## src/rtl/ram_boot_arbiter_pkg.sv

```systemverilog
// Shared definitions for the RAM boot arbiter: loader FSM state codes,
// default frame marker and the length-field decode helper.
package ram_boot_arbiter_pkg;

   typedef logic [2:0] state_t;

   localparam state_t ST_IDLE    = 3'd0;
   localparam state_t ST_ADDR_HI = 3'd1;
   localparam state_t ST_ADDR_LO = 3'd2;
   localparam state_t ST_LEN     = 3'd3;
   localparam state_t ST_DATA    = 3'd4;
   localparam state_t ST_CSUM    = 3'd5;

   localparam logic [7:0] SYNC_BYTE_DEF = 8'hA5;

   // A length byte of zero encodes a full 256-byte payload.
   function automatic logic [8:0] len_to_count(input logic [7:0] len);
      return (len == 8'h00) ? 9'd256 : {1'b0, len};
   endfunction

endpackage

```

## src/rtl/ram_boot_arbiter_if.sv

```systemverilog
// Bus bundle between the core, the byte-stream loader and the RAM port.
// The arbiter takes the slave view; whatever drives the core/loader side takes the master view.
interface ram_boot_arbiter_if;

   logic [15:0] cpu_ram_addr;
   logic [7:0]  cpu_ram_data;
   logic        cpu_ram_we;
   logic        ld_valid;
   logic [7:0]  ld_data;
   logic        ld_ready;
   logic [15:0] ram_addr;
   logic [7:0]  ram_data;
   logic        ram_we;
   logic        cpu_run;
   logic        ld_busy;
   logic        ld_done;
   logic        ld_err;

   modport slave (
      input  cpu_ram_addr, cpu_ram_data, cpu_ram_we, ld_valid, ld_data,
      output ld_ready, ram_addr, ram_data, ram_we, cpu_run, ld_busy, ld_done, ld_err
   );

   modport master (
      output cpu_ram_addr, cpu_ram_data, cpu_ram_we, ld_valid, ld_data,
      input  ld_ready, ram_addr, ram_data, ram_we, cpu_run, ld_busy, ld_done, ld_err
   );

endinterface

```

## src/rtl/ram_boot_arbiter_ld_timeout.sv

```systemverilog
// Inter-byte watchdog: counts enabled cycles since the last clear and flags
// the TIMEOUT-th consecutive idle cycle. A clear in the same cycle always wins.
module ram_boot_arbiter_ld_timeout #(
   parameter int TIMEOUT = 1024
) (
   input  logic clk,
   input  logic rst,
   input  logic i_clear,
   input  logic i_enable,
   output logic o_expired
);

   localparam int W = $clog2(TIMEOUT);

   logic [W-1:0] r_cnt;

   always_ff @(posedge clk) begin
      if (rst || i_clear) begin
         r_cnt <= '0;
      end else if (i_enable) begin
         r_cnt <= r_cnt + 1'b1;
      end
   end

   assign o_expired = i_enable && !i_clear && (r_cnt == W'(TIMEOUT - 1));

endmodule

```

## src/rtl/ram_boot_arbiter.sv

```systemverilog
// Shares the single RAM port between the core and a framed byte-stream loader,
// writing payload bytes straight through and freezing the core while a frame is in flight.
module ram_boot_arbiter
   import ram_boot_arbiter_pkg::*;
#(
   parameter logic [7:0] SYNC_BYTE = SYNC_BYTE_DEF,
   parameter int         TIMEOUT   = 1024,
   parameter bit         BOOT_HOLD = 1'b1
) (
   input logic              clk,
   input logic              rst,
   ram_boot_arbiter_if.slave bus
);

   state_t      r_state;
   state_t      w_state_next;
   logic [15:0] r_addr;
   logic [8:0]  r_cnt;
   logic [7:0]  r_sum;
   logic        r_booted;
   logic        r_cpu_run;
   logic        r_err;

   logic        w_accept;
   logic        w_busy;
   logic        w_expired;
   logic        w_is_sync;
   logic [7:0]  w_sum_next;
   logic        w_csum_ok;

   // Bytes presented while reset is asserted must never reach the RAM.
   assign w_accept   = bus.ld_valid & ~rst;
   assign w_busy     = (r_state != ST_IDLE);
   assign w_is_sync  = (bus.ld_data == SYNC_BYTE);
   assign w_sum_next = r_sum + bus.ld_data;
   assign w_csum_ok  = (w_sum_next == 8'h00);

   ram_boot_arbiter_ld_timeout #(
      .TIMEOUT (TIMEOUT)
   ) u_ld_timeout (
      .clk       (clk),
      .rst       (rst),
      .i_clear   (w_accept | ~w_busy),
      .i_enable  (w_busy),
      .o_expired (w_expired)
   );

   always_ff @(posedge clk) begin
      if (rst) begin
         r_state <= ST_IDLE;
      end else begin
         r_state <= w_state_next;
      end
   end

   always_comb begin
      w_state_next = r_state;
      if (w_expired) begin
         w_state_next = ST_IDLE;
      end else if (w_accept) begin
         case (r_state)
            ST_IDLE:    if (w_is_sync) w_state_next = ST_ADDR_HI;
            ST_ADDR_HI: w_state_next = ST_ADDR_LO;
            ST_ADDR_LO: w_state_next = ST_LEN;
            ST_LEN:     w_state_next = ST_DATA;
            ST_DATA:    if (r_cnt == 9'd1) w_state_next = ST_CSUM;
            ST_CSUM:    w_state_next = ST_IDLE;
            default:    w_state_next = ST_IDLE;
         endcase
      end
   end

   // Port mux: the core passes straight through whenever no frame is active.
   always_comb begin
      bus.ram_addr = bus.cpu_ram_addr;
      bus.ram_data = bus.cpu_ram_data;
      bus.ram_we   = bus.cpu_ram_we;
      bus.ld_done  = 1'b0;
      if (w_busy) begin
         bus.ram_addr = r_addr;
         bus.ram_data = bus.ld_data;
         bus.ram_we   = (r_state == ST_DATA) && w_accept;
      end
      if ((r_state == ST_CSUM) && w_accept && w_csum_ok) begin
         bus.ld_done = 1'b1;
      end
   end

   assign bus.ld_ready = 1'b1;
   assign bus.ld_busy  = w_busy;
   assign bus.cpu_run  = r_cpu_run;
   assign bus.ld_err   = r_err;

   always_ff @(posedge clk) begin
      if (rst) begin
         r_addr    <= 16'h0000;
         r_cnt     <= 9'd0;
         r_sum     <= 8'h00;
         r_booted  <= 1'b0;
         r_cpu_run <= ~BOOT_HOLD;
         r_err     <= 1'b0;
      end else if (w_expired) begin
         r_err     <= 1'b1;
         r_cpu_run <= r_booted;
      end else if (w_accept) begin
         case (r_state)
            ST_IDLE: begin
               if (w_is_sync) begin
                  r_sum     <= 8'h00;
                  r_err     <= 1'b0;
                  r_cpu_run <= 1'b0;
               end
            end
            ST_ADDR_HI: begin
               r_addr[15:8] <= bus.ld_data;
               r_sum        <= w_sum_next;
            end
            ST_ADDR_LO: begin
               r_addr[7:0] <= bus.ld_data;
               r_sum       <= w_sum_next;
            end
            ST_LEN: begin
               r_cnt <= len_to_count(bus.ld_data);
               r_sum <= w_sum_next;
            end
            ST_DATA: begin
               r_addr <= r_addr + 16'd1;
               r_cnt  <= r_cnt - 9'd1;
               r_sum  <= w_sum_next;
            end
            ST_CSUM: begin
               // Bytes already written stay in RAM whether or not the frame checks out.
               if (w_csum_ok) begin
                  r_booted  <= 1'b1;
                  r_cpu_run <= 1'b1;
               end else begin
                  r_err     <= 1'b1;
                  r_cpu_run <= r_booted;
               end
            end
            default: begin
               r_sum <= r_sum;
            end
         endcase
      end
   end

endmodule

```

## src/flat_wrapper.sv

```systemverilog
// flat-port wrapper written by rule: the top's interface ports become plain ports
module ram_boot_arbiter_flat import ram_boot_arbiter_pkg::*;
#(
   parameter logic [7:0] SYNC_BYTE = SYNC_BYTE_DEF,
   parameter int         TIMEOUT   = 1024,
   parameter bit         BOOT_HOLD = 1'b1
)
  (clk, rst, bus_cpu_ram_addr, bus_cpu_ram_data, bus_cpu_ram_we, bus_ld_valid, bus_ld_data, bus_ld_ready, bus_ram_addr, bus_ram_data, bus_ram_we, bus_cpu_run, bus_ld_busy, bus_ld_done, bus_ld_err);
  ram_boot_arbiter_if bus_i ();
  input logic clk;
  input logic rst;
  input wire logic [$bits(bus_i.cpu_ram_addr)-1:0] bus_cpu_ram_addr;
  input wire logic [$bits(bus_i.cpu_ram_data)-1:0] bus_cpu_ram_data;
  input wire logic [$bits(bus_i.cpu_ram_we)-1:0] bus_cpu_ram_we;
  input wire logic [$bits(bus_i.ld_valid)-1:0] bus_ld_valid;
  input wire logic [$bits(bus_i.ld_data)-1:0] bus_ld_data;
  output wire logic [$bits(bus_i.ld_ready)-1:0] bus_ld_ready;
  output wire logic [$bits(bus_i.ram_addr)-1:0] bus_ram_addr;
  output wire logic [$bits(bus_i.ram_data)-1:0] bus_ram_data;
  output wire logic [$bits(bus_i.ram_we)-1:0] bus_ram_we;
  output wire logic [$bits(bus_i.cpu_run)-1:0] bus_cpu_run;
  output wire logic [$bits(bus_i.ld_busy)-1:0] bus_ld_busy;
  output wire logic [$bits(bus_i.ld_done)-1:0] bus_ld_done;
  output wire logic [$bits(bus_i.ld_err)-1:0] bus_ld_err;
  assign bus_i.cpu_ram_addr = bus_cpu_ram_addr;
  assign bus_i.cpu_ram_data = bus_cpu_ram_data;
  assign bus_i.cpu_ram_we = bus_cpu_ram_we;
  assign bus_i.ld_valid = bus_ld_valid;
  assign bus_i.ld_data = bus_ld_data;
  assign bus_ld_ready = bus_i.ld_ready;
  assign bus_ram_addr = bus_i.ram_addr;
  assign bus_ram_data = bus_i.ram_data;
  assign bus_ram_we = bus_i.ram_we;
  assign bus_cpu_run = bus_i.cpu_run;
  assign bus_ld_busy = bus_i.ld_busy;
  assign bus_ld_done = bus_i.ld_done;
  assign bus_ld_err = bus_i.ld_err;
  ram_boot_arbiter #(.SYNC_BYTE(SYNC_BYTE), .TIMEOUT(TIMEOUT), .BOOT_HOLD(BOOT_HOLD)) u_core (.clk(clk), .rst(rst), .bus(bus_i));
endmodule
```

## config.mk

```make
export PLATFORM = sky130hd
export DESIGN_NAME = ram_boot_arbiter_flat
export DESIGN_NICKNAME = d
export VERILOG_FILES = /design/src/rtl/ram_boot_arbiter_pkg.sv /design/src/rtl/ram_boot_arbiter_if.sv /design/src/rtl/ram_boot_arbiter_ld_timeout.sv /design/src/rtl/ram_boot_arbiter.sv /design/src/flat_wrapper.sv
export SDC_FILE = /design/constraint.sdc
export NUM_CORES = 1
export LEC_CHECK = 0
export BUFFER_PORTS_ARGS = -buffer_cell sky130_fd_sc_hd__buf_2
export CAP_MARGIN = 20
export CORE_ASPECT_RATIO = 0.7
export CORE_MARGIN = 2
export CORE_UTILIZATION = 38
export DETAILED_ROUTE_END_ITERATION = 8
export GPL_TIMING_DRIVEN = 0
export PLACE_DENSITY_LB_ADDON = 0.05
export SYNTH_ARGS = -nofsm -noshare
export SYNTH_HDL_FRONTEND = slang
export SYNTH_HIERARCHICAL = 1
export SYNTH_SLANG_ARGS = --single-unit
```

## constraint.sdc

```tcl
create_clock -name clk -period 4.3 [get_ports clk]
set_clock_uncertainty 0.2 [all_clocks]
set_input_delay 0.43 -clock clk [delete_from_list [all_inputs] [get_ports clk]]
set_output_delay 0.43 -clock clk [all_outputs]
set_load 0.02 [all_outputs]
```

After elaboration in Yosys (flattened, before gate mapping) --
Index checks and enable logic that the tools add are counted.
Storage, ports and cells: flip-flop bits (word level) 49, bits in latches 0, RAM bits 0, ROM bits 0, input port bits 36, output and inout port bits 30, word-level logic and storage cells 79, memories kept 0
Cells by class: add/subtract/negate cells 4, $mul 0, div/mod/pow operators 0, order comparisons 0, equality and inequality tests 12, shifts and indexed selects 0, muxes and demuxes 22, bitwise logic cells 5, reduce and logical (&&, ||, !) cells 27
Operators by type and width (number):
- $pmux W8 S2 | 3
- $pmux W9 S2 | 1
- $reduce_and A3 Y1 | 6
- $add A16 B1 Y16 const B | 1
- $logic_not A8 Y1 | 2
- $mux W16 | 1
- $mux W8 | 2
- $pmux W3 S5 | 1
- $add A10 B1 Y10 const B | 1
- $eq A10 B10 Y1 const B | 1
- $reduce_bool A2 Y1 | 5
- $eq A9 B1 Y1 const B | 1
- $mux W1 | 9
- $mux W9 | 1
- $sub A9 B1 Y9 const B | 1
- $add A8 B8 Y8 | 1
- $eq A8 B8 Y1 const B | 1
- $reduce_and A4 Y1 | 2
- $eq A3 B2 Y1 const B | 2
- $eq A3 B3 Y1 const B | 2
- $mux W3 | 2
- $reduce_bool A3 Y1 | 2
- $logic_and A1 B1 Y1 | 5
- $ne A2 B1 Y1 const B | 2
- other kinds (12) | 15

Longest topological paths before layout --
Gate-level depths: netlist of the first run.
word-level depth 8, mapped depth 15, depth with buffers taken out 11

Hierarchy --
Netlist of the first run, hierarchy kept.
Modules (own cells, without submodules):
- ram_boot_arbiter | times used 1, cells each 400, area an instance 2812.7 um^2, seq. area each 780.7 um^2
- ram_boot_arbiter_ld_timeout | times used 1, cells each 52, area an instance 474.2 um^2, seq. area each 200.2 um^2

Worst setup path after synthesis of the first run --
OpenSTA, ideal clock, no wires.
path kind reg2reg, start point register u_core.r_state[1], end point register u_core.r_cnt[4], setup time 0.128 ns, arrival time 3.236 ns, required time 3.972 ns, setup slack 0.736 ns, cell stages (with the launch flop) 15, path buffers 4, clock period less this slack 3.564 ns, path through dfxtp_1 buf_2 nor3_1 inv_2 clkbuf_1 buf_2 nand4_4 or2_2 nor4b_1 nor2_1 nand2_1 a21oi_1 buf_2 a22oi_1 nor2_1
Between the ends: longest elaborated chain between the ends 8, elaborated cells between the ends (all ways) 12, those cells by class eq/ne: 2; mux: 1; bitwise: 3; reduce/logical: 6
RTL lines:
- start: declaration | RTL line ram_boot_arbiter.sv:15 | state_t r_state;
- start signal: assignment | RTL line ram_boot_arbiter.sv:52 | r_state <= w_state_next;
- $reduce_bool A3 Y1 * | RTL line ram_boot_arbiter.sv:33 | assign w_busy = (r_state != ST_IDLE);
- net bus_ld_busy | RTL line flat_wrapper.sv:22 | output wire logic [$bits(bus_i.ld_busy)-1:0] bus_ld_busy;
- $not A1 Y1 | RTL line ram_boot_arbiter.sv:43 | .i_clear (w_accept | ~w_busy),
- $or A1 B1 Y1 | RTL line ram_boot_arbiter.sv:43
- $logic_not A1 Y1 | RTL line ram_boot_arbiter_ld_timeout.sv:25 | assign o_expired = i_enable && !i_clear && (r_cnt == W'(TIMEOUT - 1));
- $logic_and A1 B1 Y1 * (2 in series) | RTL line ram_boot_arbiter_ld_timeout.sv:25
- net u_core.w_expired | RTL line ram_boot_arbiter.sv:26 | logic w_expired;
- $not A1 Y1 (no line) *
- $reduce_and A3 Y1 (no line) *
- end signal: assignment | RTL line ram_boot_arbiter.sv:123 | r_cnt <= len_to_count(bus.ld_data);
- end signal: assignment | RTL line ram_boot_arbiter.sv:128 | r_cnt <= r_cnt - 9'd1;
- end: declaration | RTL line ram_boot_arbiter.sv:18 | logic [8:0] r_cnt;
The timed path passes the listed nets; every way through them passes the cells marked *. A chain may end at the register's enable or synchronous reset.

Worst setup path in the final report of the first run --
start point register u_core.r_state[1], end point register u_core.r_cnt[3]
Between the ends: longest elaborated chain between the ends 8, elaborated cells between the ends (all ways) 12, those cells by class eq/ne: 2; mux: 1; bitwise: 3; reduce/logical: 6
RTL lines (RTL line):
- $reduce_bool A3 Y1 * | ram_boot_arbiter.sv:33
- $not A1 Y1 | ram_boot_arbiter.sv:43
- $or A1 B1 Y1 | ram_boot_arbiter.sv:43
- $logic_not A1 Y1 | ram_boot_arbiter_ld_timeout.sv:25
- $logic_and A1 B1 Y1 * (2 in series) | ram_boot_arbiter_ld_timeout.sv:25
- net u_core.w_expired | ram_boot_arbiter.sv:26
- $not A1 Y1 (no line) *
- $reduce_and A3 Y1 (no line) *
Marked as above.

==> impl_metrics.py, run 1 <==
metrics = {
    "setup_path": {
        "required_ps": 4240,
        "worstSetupEndpointType": "flip-flop",
        "path_common_cell": "buf_2",
        "slowest_delay_ps": 580,
        "path_cells": "buf_2 -> nor3_1 -> inv_2 -> buf_2 -> nand4_4 -> or2_2 -> nor4b_2 -> nor2_1 -> nand2_1 -> a21oi_1 -> buf_2 -> o21ai_0 -> nand2_1 -> a21oi_1",
        "crit_arrival_ps": 3710,
        "rr_worst_depth": 14,
        "critical_path_class": "flip-flop to flip-flop",
        "start_kind": "flip-flop",
        "slowest_stage": "a21oi_1",
        "cp_max_fo": 17,
    },
    "place": {
        "place_congestion": 0.8211,
        "portBuffers": 64,
        "dp_worst_setup_slack_ps": -162.8,
        "dp_hpwl_microns": 7184,
    },
    "power_and_ir_drop": {
        "p_switching_uw": 238.8,
        "p_leak_nw": 1.495,
        "p_seq_share_pct": 48.2,
        "internal-power_uw": 704.0,
        "power_density_nw_per_um2": 242.3,
        "clockPowerShare_pct": 39.7,
        "ir_worst_vdd_uv": 148.4,
        "combPwrFrac_pct": 12.1,
        "switching_share_pct": 25.33,
    },
    "final_layout": {
        "area_growth_pct": 18.35,
        "fillers": 901,
        "seq_area_sq_um": 980.9,
        "diodes": 0,
        "nNetsFinal": 570,
        "final_common_cell": "nand2_1",
        "multi_input_area_sq_um": 2160,
        "layout_common_cells": "nand2_1, buf_2, dfxtp_1",
        "drive_above_1_share_pct": 19.77,
    },
    "clocking": {
        "clk_pin_slew_ps": 60,
        "worstSkewPairLatency_ps": 290,
        "cts_buffer_depth": 2,
        "clkSinkCount": 49,
        "cts_tree": "built",
        "clockRootBuffer": "clkbuf_16",
        "numCtsBuffers": 5,
        "htreeDepth": 2,
    },
    "logic_synthesis": {
        "yosys_warnings": 6,
        "yosys.area.top_type": "dfxtp_1",
        "ys_seq_elements": 49,
        "syn_area_per_cell_sq_um": 7.272,
        "syn-instance-count": 452,
        "syn_nets": 500,
        "ys.flop_type": "dfxtp_1",
        "synth_edf_count": 0,
        "async_reset_ff_share_pct": 0,
        "synth.top_cells.by_area": "dfxtp_1, nand2_1, o21ai_0",
        "synthDistinctLibCells": 68,
        "netlist_area_sq_um": 3287,
        "yosysSeqAreaShare_pct": 29.84,
        "netlist.area_leader.share_pct": 29.84,
    },
    "floorplanning": {
        "die_w_microns": 115.2,
        "io-pin-count": 66,
        "die_y_microns": 81.82,
        "initial_core_util_pct": 38.93,
        "dieArea_sq_um": 9422,
        "row_count": 28,
        "core-area_sq_um": 8443,
    },
    "global_route": {
        "grtUsageTotal_pct": 20.72,
        "grt_pass1_wl_microns": 15230,
        "grt_start_max_net_pins": 14,
        "first_global_vias": 2969,
        "antenna_found_initial": 0,
        "overflow": 0,
    },
    "drt": {
        "ant_nets": 0,
        "via_per_inst": 5.465,
        "wl_microns": 9693,
        "drt-initial-drc-count": 322,
        "drt-wirelength-per-cell_microns": 15.12,
        "drt-pass1-iter-count": 5,
        "drc": 0,
        "num_vias": 3503,
    },
    "sta": {
        "setup-violations-final": 0,
        "setup_slack_ps": 536.1,
        "final.setup.tns_ps": 0,
        "finalMaxSlewViolations": 0,
        "fin_hold_ws_ps": 274.9,
        "rsz0062_at_grt": "no",
        "fin_crit_sh_pct": 87.53,
        "max_slew_margin_pct": 53.74,
        "tightest_slew_ps": 688.7,
        "period_minus_slack_ps": 3764,
        "finalHoldViolations": 0,
        "fmax_mhz": 265.7,
    },
    "min_path": {
        "hold_depth": 2,
        "hold_path.class": "flip-flop to flip-flop",
    },
    "flow_run": {
        "cap_violations": 0,
    },
    "status": {
        "outcome": "completed",
    },
}
synthesized netlist by cell type (4+ instances only):
library cell  count
nor2_1           39
a21oi_1          30
a311oi_1          4
or4_1             4
nand2_1         104
or3_1             7
dfxtp_1          49
ha_1             11
o31ai_1           5
nand3_1           9
nor3b_1           5
xor2_1            4
buf_2             8
clkbuf_1         14
nand4_1           6
xnor2_1           4
nand2b_1          5
a22oi_1           7
o22ai_1           8
a211oi_1         14
nor3_1            8
inv_1            10
o21ai_0          32
what timing repair did:
item | 4_1_cts | 5_1_grt
pin swaps | 0 | 0
resized for setup | 1 | 0
setup buffers | 0 | 0
cloned | 0 | 0
endpoints found under the setup margin | 18 | 15
hold buffers | 0 | 0
kinds of logic (layout without fill, tap and decap cells):
group | Yosys count | in the layout | synth area share [%]
adder cells (fa/ha/maj) | 12 | 12 | 4.796
AO/OA/AOI/OAI | 130 | 130 | 26.19
XOR/XNOR | 8 | 8 | 2.131
other | 1 | 1 | 0.1141
flip-flops | 49 | 49 | 29.84
buffers and inverters | 35 | 104 | 4.644
multiplexers | 3 | 3 | 0.9517
AND/OR/NAND/NOR | 214 | 214 | 31.33
flip-flops by register name, summed over array words and instances (netlist names):
name                       flops
u_core/r_addr                 16
u_core/bus.ld_err              1
u_core/r_cnt                   9
u_core/r_sum                   8
u_core/r_state                 3
u_core/u_ld_timeout/r_cnt     10
u_core/bus.cpu_run             1
u_core/r_booted                1
power by group through the flow:
stage / registers, mW / clock network [mW] / logic, mW
5_1_grt: 0.454 / 0.398 / 0.125
2_1_floorplan: 0.464 / 0 / 0.0640
6_report: 0.454 / 0.374 / 0.115
4_1_cts: 0.454 / 0.387 / 0.115
3_3_place_gp: 0.464 / 0 / 0.114
3_5_place_dp: 0.464 / 0 / 0.114
per-layer routing:
layer	routed length [microns]	GRT usage (%)	part of all wire [%]	vias up
li1	-	-	-	1774
met1	5073	30.61	52	1596
met2	3899	32.47	40	127
met3	639	2.657	6.6	6
met4	80	4.096	0.83	0
met5	0	0	0	-
metrics by stage:
step	util, %	cell area [sq um]	total power [mW]	cells
floorplan	-	3287	0.5284	452
global route	46.07	3890	0.9769	641
global placement	44.50	3757	0.5782	636
CTS	46.12	3894	0.9552	642
detailed placement	44.50	3757	0.5783	636
finish	46.07	3890	0.9427	641
layout make-up:
cell class	count	share of cell area [%]
clock buffer	5	3.216
tap	120	3.860
inverter	11	1.061
timing repair buffer	64	8.234
buffer	23	2.766
clock inverter	1	0.1287
multi-input combinational	368	55.52
sequential	49	25.22
worst max-delay path: cells and delay by family (launching register included):
kind                   cells  cell delay (ps)
AO/OA/AOI/OAI              3              750
flip-flops                 1              290
AND/OR/NAND/NOR            7             1340
buffers and inverters      4             1020
worst paths after layout:
path / startpoint / slack, ps / to
min: u_core/r_booted / 270 / u_core/bus.cpu_run
max reg2reg: u_core/r_state[1] / 540 / u_core/r_cnt[3]
max: u_core/r_state[1] / 540 / u_core/r_cnt[3]
min reg2reg: u_core/r_booted / 270 / u_core/bus.cpu_run
Power figures use the tool's default switching activity.
==> inputs of run 2 (changes only) <==
- BUFFER_PORTS_ARGS: -buffer_cell sky130_fd_sc_hd__buf_2 -> unset
- DONT_BUFFER_PORTS: unset -> 1
==> impl_metrics.py, run 2 (synthesized netlist as in run 1, its figures left out) <==
metrics = {
    "sta": {
        "fin_crit_sh_pct": 92.62,
        "fmax_mhz": 251.1,
        "setup-violations-final": 0,
        "finalHoldViolations": 0,
        "period_minus_slack_ps": 3983,
        "finalMaxSlewViolations": 0,
        "setup_slack_ps": 317.2,
        "rsz0062_at_grt": "yes",
        "tightest_slew_ps": 783.0,
        "max_slew_margin_pct": 47.25,
    },
    "clocking": {
        "cts_tree": "built",
        "cts_buffer_depth": 2,
        "clk_pin_slew_ps": 70,
        "htreeDepth": 2,
        "numCtsBuffers": 5,
        "worstSkewPairLatency_ps": 290,
        "clkSinkCount": 49,
        "post-cts-setup-buffers": 0,
        "clockRootBuffer": "clkbuf_16",
    },
    "global_route": {
        "use_met2_pct": 30.82,
        "busiest_layer": "met1",
        "grtUsageTotal_pct": 20.88,
        "grt_pass1_wl_microns": 15120,
        "grt_start_max_net_pins": 14,
        "antenna_found_initial": 0,
        "grt.met1_usage_pct": 31.24,
        "first_global_vias": 2855,
        "overflow": 0,
        "use_met3_pct": 3.395,
    },
    "setup_path": {
        "reg2reg_slack_ps": 320,
        "required_ps": 4250,
        "slowest_delay_ps": 520,
        "critical_path_class": "flip-flop to flip-flop",
        "worstSetupEndpointType": "flip-flop",
        "crit_arrival_ps": 3930,
        "start_kind": "flip-flop",
        "r2r-end": "u_core/r_cnt[3]",
        "slowest_stage": "a21oi_1",
        "rr_worst_depth": 15,
        "path_cells": "buf_2 -> nor3_1 -> inv_2 -> clkbuf_2 -> buf_2 -> nand4_4 -> or2_2 -> nor4b_4 -> nor2_1 -> nand2_1 -> a21oi_1 -> buf_2 -> o21ai_0 -> nand2_1 -> a21oi_1",
        "cp_max_fo": 11,
        "path_common_cell": "buf_2",
        "rr_startpoint": "u_core/r_state[1]",
    },
    "floorplanning": {
        "die_w_microns": 115.2,
        "die_y_microns": 81.82,
        "io-pin-count": 66,
        "initial_core_util_pct": 38.93,
        "core-area_sq_um": 8443,
        "row_count": 28,
        "dieArea_sq_um": 9422,
    },
    "drt": {
        "wl_microns": 9610,
        "via_per_inst": 5.732,
        "drt-pass1-iter-count": 5,
        "num_vias": 3319,
        "ant_nets": 0,
        "drt-wirelength-per-cell_microns": 16.60,
        "drt-initial-drc-count": 237,
        "drc": 0,
    },
    "final_layout": {
        "final_common_cell": "nand2_1",
        "final_util_pct": 42.59,
        "area_growth_pct": 9.402,
        "drive_above_1_share_pct": 8.715,
        "layout_common_cells": "nand2_1, dfxtp_1, nor2_1",
        "regMostFlops": "u_core/r_addr",
        "nNetsFinal": 507,
        "diodes": 0,
        "largest_reg_flops": 16,
        "largest_registers": "u_core/r_addr (16), u_core/u_ld_timeout/r_cnt (10), u_core/r_cnt (9)",
    },
    "min_path": {
        "hold_end": "u_core/r_addr[1]",
        "hold_start": "bus_ld_data[1]",
        "hold_path.class": "primary input to flip-flop",
        "hold_depth": 2,
    },
    "place": {
        "place_congestion": 0.8552,
        "dp_hpwl_microns": 7124,
        "portBuffers": 0,
        "dp_worst_setup_slack_ps": -397.4,
    },
    "power_and_ir_drop": {
        "finalPower_uw": 926.5,
        "ir_worst_vdd_uv": 161.1,
        "p_leak_nw": 1.265,
        "power_density_nw_per_um2": 257.7,
    },
    "status": {
        "outcome": "completed",
    },
    "flow_run": {
        "cap_violations": 0,
    },
}
run 2: power by group:
part           switching (mW)  internal [mW]  leakage (nW)
logic                  0.0558         0.0221         0.801
registers            0.000193          0.454         0.394
clock network           0.166          0.229        0.0700
run 2: worst max path at each step:
stage	startpoint	end	slack, ps
3_5_place_dp	u_core/r_state[1]	u_core/r_cnt[4]	-400
3_3_place_gp	u_core/r_state[1]	u_core/r_cnt[4]	-310
6_report	u_core/r_state[1]	u_core/r_cnt[3]	320
2_1_floorplan	u_core/r_state[1]	u_core/r_cnt[4]	740
4_1_cts	u_core/r_state[1]	u_core/r_cnt[4]	290
5_1_grt	u_core/r_state[1]	u_core/r_cnt[3]	-5
run 2: area by class of cell:
type                            count  area [sq um]
Buffer                             24         112.6
Clock buffer                        7         142.6
Fill cell                         900          4847
Inverter                           11         41.29
Multi-Input combinational cell    368          2168
Sequential cell                    49         980.9
Tap cell                          120         150.1
run 2: what timing repair did:
item | 4_1_cts | 5_1_grt
hold endpoints to repair | 0 | 0
hold buffers | 0 | 0
gates resized for setup | 2 | 1
setup endpoints to repair | 33 | 5
run 2: critical path, delay by kind of cell (launching register included):
| kind | cells | cell delay, ps |
|---|---|---|
| flip-flops | 1 | 300 |
| AO/OA/AOI/OAI | 3 | 700 |
| buffers and inverters | 5 | 1280 |
| AND/OR/NAND/NOR | 7 | 1340 |
run 2: per-layer routing:
| layer | part of all wire, % | vias up |
|---|---|---|
| met5 | 0 | - |
| met2 | 40 | 127 |
| met1 | 52 | 1535 |
| met3 | 6.4 | 13 |
| met4 | 1.4 | 0 |
| li1 | - | 1644 |
run 2: stage by stage:
stage          hold WS [ps]  TNS [ps]  cells  area (sq um)
2_1_floorplan         240.0         0    452          3287
3_3_place_gp          256.2     -4658    572          3437
3_5_place_dp          256.4     -8810    572          3437
4_1_cts               94.67         0    579          3587
5_1_grt               104.3    -5.226    579          3596
6_report              102.9         0    579          3596
==> inputs of run 3 (changes only) <==
- ABC_CLOCK_PERIOD_IN_PS: unset -> 4300
- MAX_ROUTING_LAYER: unset -> met4
==> impl_metrics.py, run 3 (synthesized netlist as in run 1, its figures left out) <==
metrics = {
    "place": {
        "place_congestion": 0.8689,
        "placed_area_sq_um": 3437,
        "portBuffers": 0,
        "dp_hpwl_microns": 7124,
    },
    "drt": {
        "drc": 0,
        "drt-pass1-iter-count": 5,
        "num_vias": 3314,
        "wl_microns": 9618,
        "ant_nets": 0,
        "drt-initial-drc-count": 283,
        "via_per_inst": 5.724,
        "drt-wirelength-per-cell_microns": 16.61,
    },
    "sta": {
        "fmax_mhz": 247.5,
        "rsz0062_at_grt": "yes",
        "period_minus_slack_ps": 4040,
        "setup-violations-final": 0,
        "finalHoldViolations": 0,
        "max_slew_margin_pct": 47.13,
        "finalMaxSlewViolations": 0,
        "tightest_slew_ps": 784.8,
        "fin_crit_sh_pct": 93.95,
    },
    "power_and_ir_drop": {
        "ir_worst_vdd_uv": 161.1,
        "finalPower_uw": 927.0,
        "p_leak_nw": 1.265,
        "power_density_nw_per_um2": 257.8,
    },
    "setup_path": {
        "required_ps": 4250,
        "critical_path_class": "flip-flop to flip-flop",
        "crit_arrival_ps": 3990,
        "cp_max_fo": 11,
        "start_kind": "flip-flop",
        "worstSetupEndpointType": "flip-flop",
    },
    "final_layout": {
        "multi_input_area_sq_um": 2168,
        "layout_common_cells": "nand2_1, dfxtp_1, nor2_1",
        "fillers": 900,
        "final_common_cell": "nand2_1",
        "area_growth_pct": 9.402,
        "regMostFlops": "u_core/r_addr",
        "largest_registers": "u_core/r_addr (16), u_core/u_ld_timeout/r_cnt (10), u_core/r_cnt (9)",
        "largest_reg_flops": 16,
        "drive_above_1_share_pct": 8.715,
        "stdcell_area_sq_um": 3596,
        "seq_area_sq_um": 980.9,
        "diodes": 0,
        "final_util_pct": 42.59,
        "nNetsFinal": 507,
    },
    "clocking": {
        "clkSinkCount": 49,
        "clockRootBuffer": "clkbuf_16",
        "cts_buffer_depth": 2,
        "worstSkewPairLatency_ps": 290,
        "post-cts-setup-buffers": 0,
        "numCtsBuffers": 5,
        "cts_tree": "built",
        "htreeDepth": 2,
        "clk_pin_slew_ps": 70,
        "hold_buffers": 0,
    },
    "min_path": {
        "hold_path.class": "primary input to flip-flop",
    },
    "floorplanning": {
        "core-area_sq_um": 8443,
        "io-pin-count": 66,
        "dieArea_sq_um": 9422,
        "die_w_microns": 115.2,
        "row_count": 28,
        "initial_core_util_pct": 38.93,
        "die_y_microns": 81.82,
    },
    "global_route": {
        "grtUsageTotal_pct": 21.50,
        "grt_start_max_net_pins": 14,
        "first_global_vias": 2857,
        "antenna_found_initial": 0,
        "overflow": 0,
        "grt_pass1_wl_microns": 15100,
    },
    "status": {
        "outcome": "completed",
    },
    "flow_run": {
        "cap_violations": 0,
    },
}
## run 3: path summary, 6_finish.rpt
check | slack, ps | end | startpoint | cells after the start
max reg2reg | 260 | u_core/r_cnt[3] | u_core/r_state[1] | 15
min | 100 | u_core/r_addr[1] | bus_ld_data[1] | 2
min reg2reg | 270 | u_core/bus.cpu_run | u_core/r_booted | 2
max | 260 | u_core/r_cnt[3] | u_core/r_state[1] | 15
## run 3: metrics by stage
step	hold WS (ps)	TNS (ps)	cells	worst slack, ps
3_5_place_dp	256.4	-8810	572	-397.4
3_3_place_gp	256.2	-4658	572	-309.9
4_1_cts	94.67	0	579	290.5
2_1_floorplan	240.0	0	452	735.9
6_report	103.0	0	579	260.2
5_1_grt	104.3	-5.226	579	-5.226
## run 3: area by class of cell
type,instances,share of cell area [%]
sequential,49,27.28
clock buffer,7,3.967
inverter,11,1.148
multi-input combinational,368,60.30
buffer,24,3.132
tap,120,4.175
## run 3: worst max-delay path, stage by stage, from the launching register on
cell and delay (ps):
dfxtp_1 300, buf_2 170, nor3_1 340, inv_2 180, clkbuf_2 330, buf_2 270
nand4_4 120, or2_2 170, nor4b_4 70, nor2_1 320, nand2_1 240, a21oi_1 560
buf_2 340, o21ai_0 120, nand2_1 90, a21oi_1 60
## run 3: layer usage
layer	part of all wire (%)	vias to the layer above	global-route usage, %
met5	0	-	-
met4	1.5	0	5.783
met3	5.8	13	3.395
met2	40	113	30.76
met1	53	1543	31.28
li1	-	1645	-
## run 3: power by group
part           internal, mW  switching, mW  total, mW
Sequential            0.454       0.000192      0.454
Combinational        0.0221         0.0557     0.0779
Clock                 0.229          0.166      0.395
Total                 0.705          0.222      0.927
## run 3: what timing repair did
item / 4_1_cts / 5_1_grt
resized for setup: 2 / 1
setup endpoints to repair: 33 / 5
hold endpoints to repair: 0 / 0
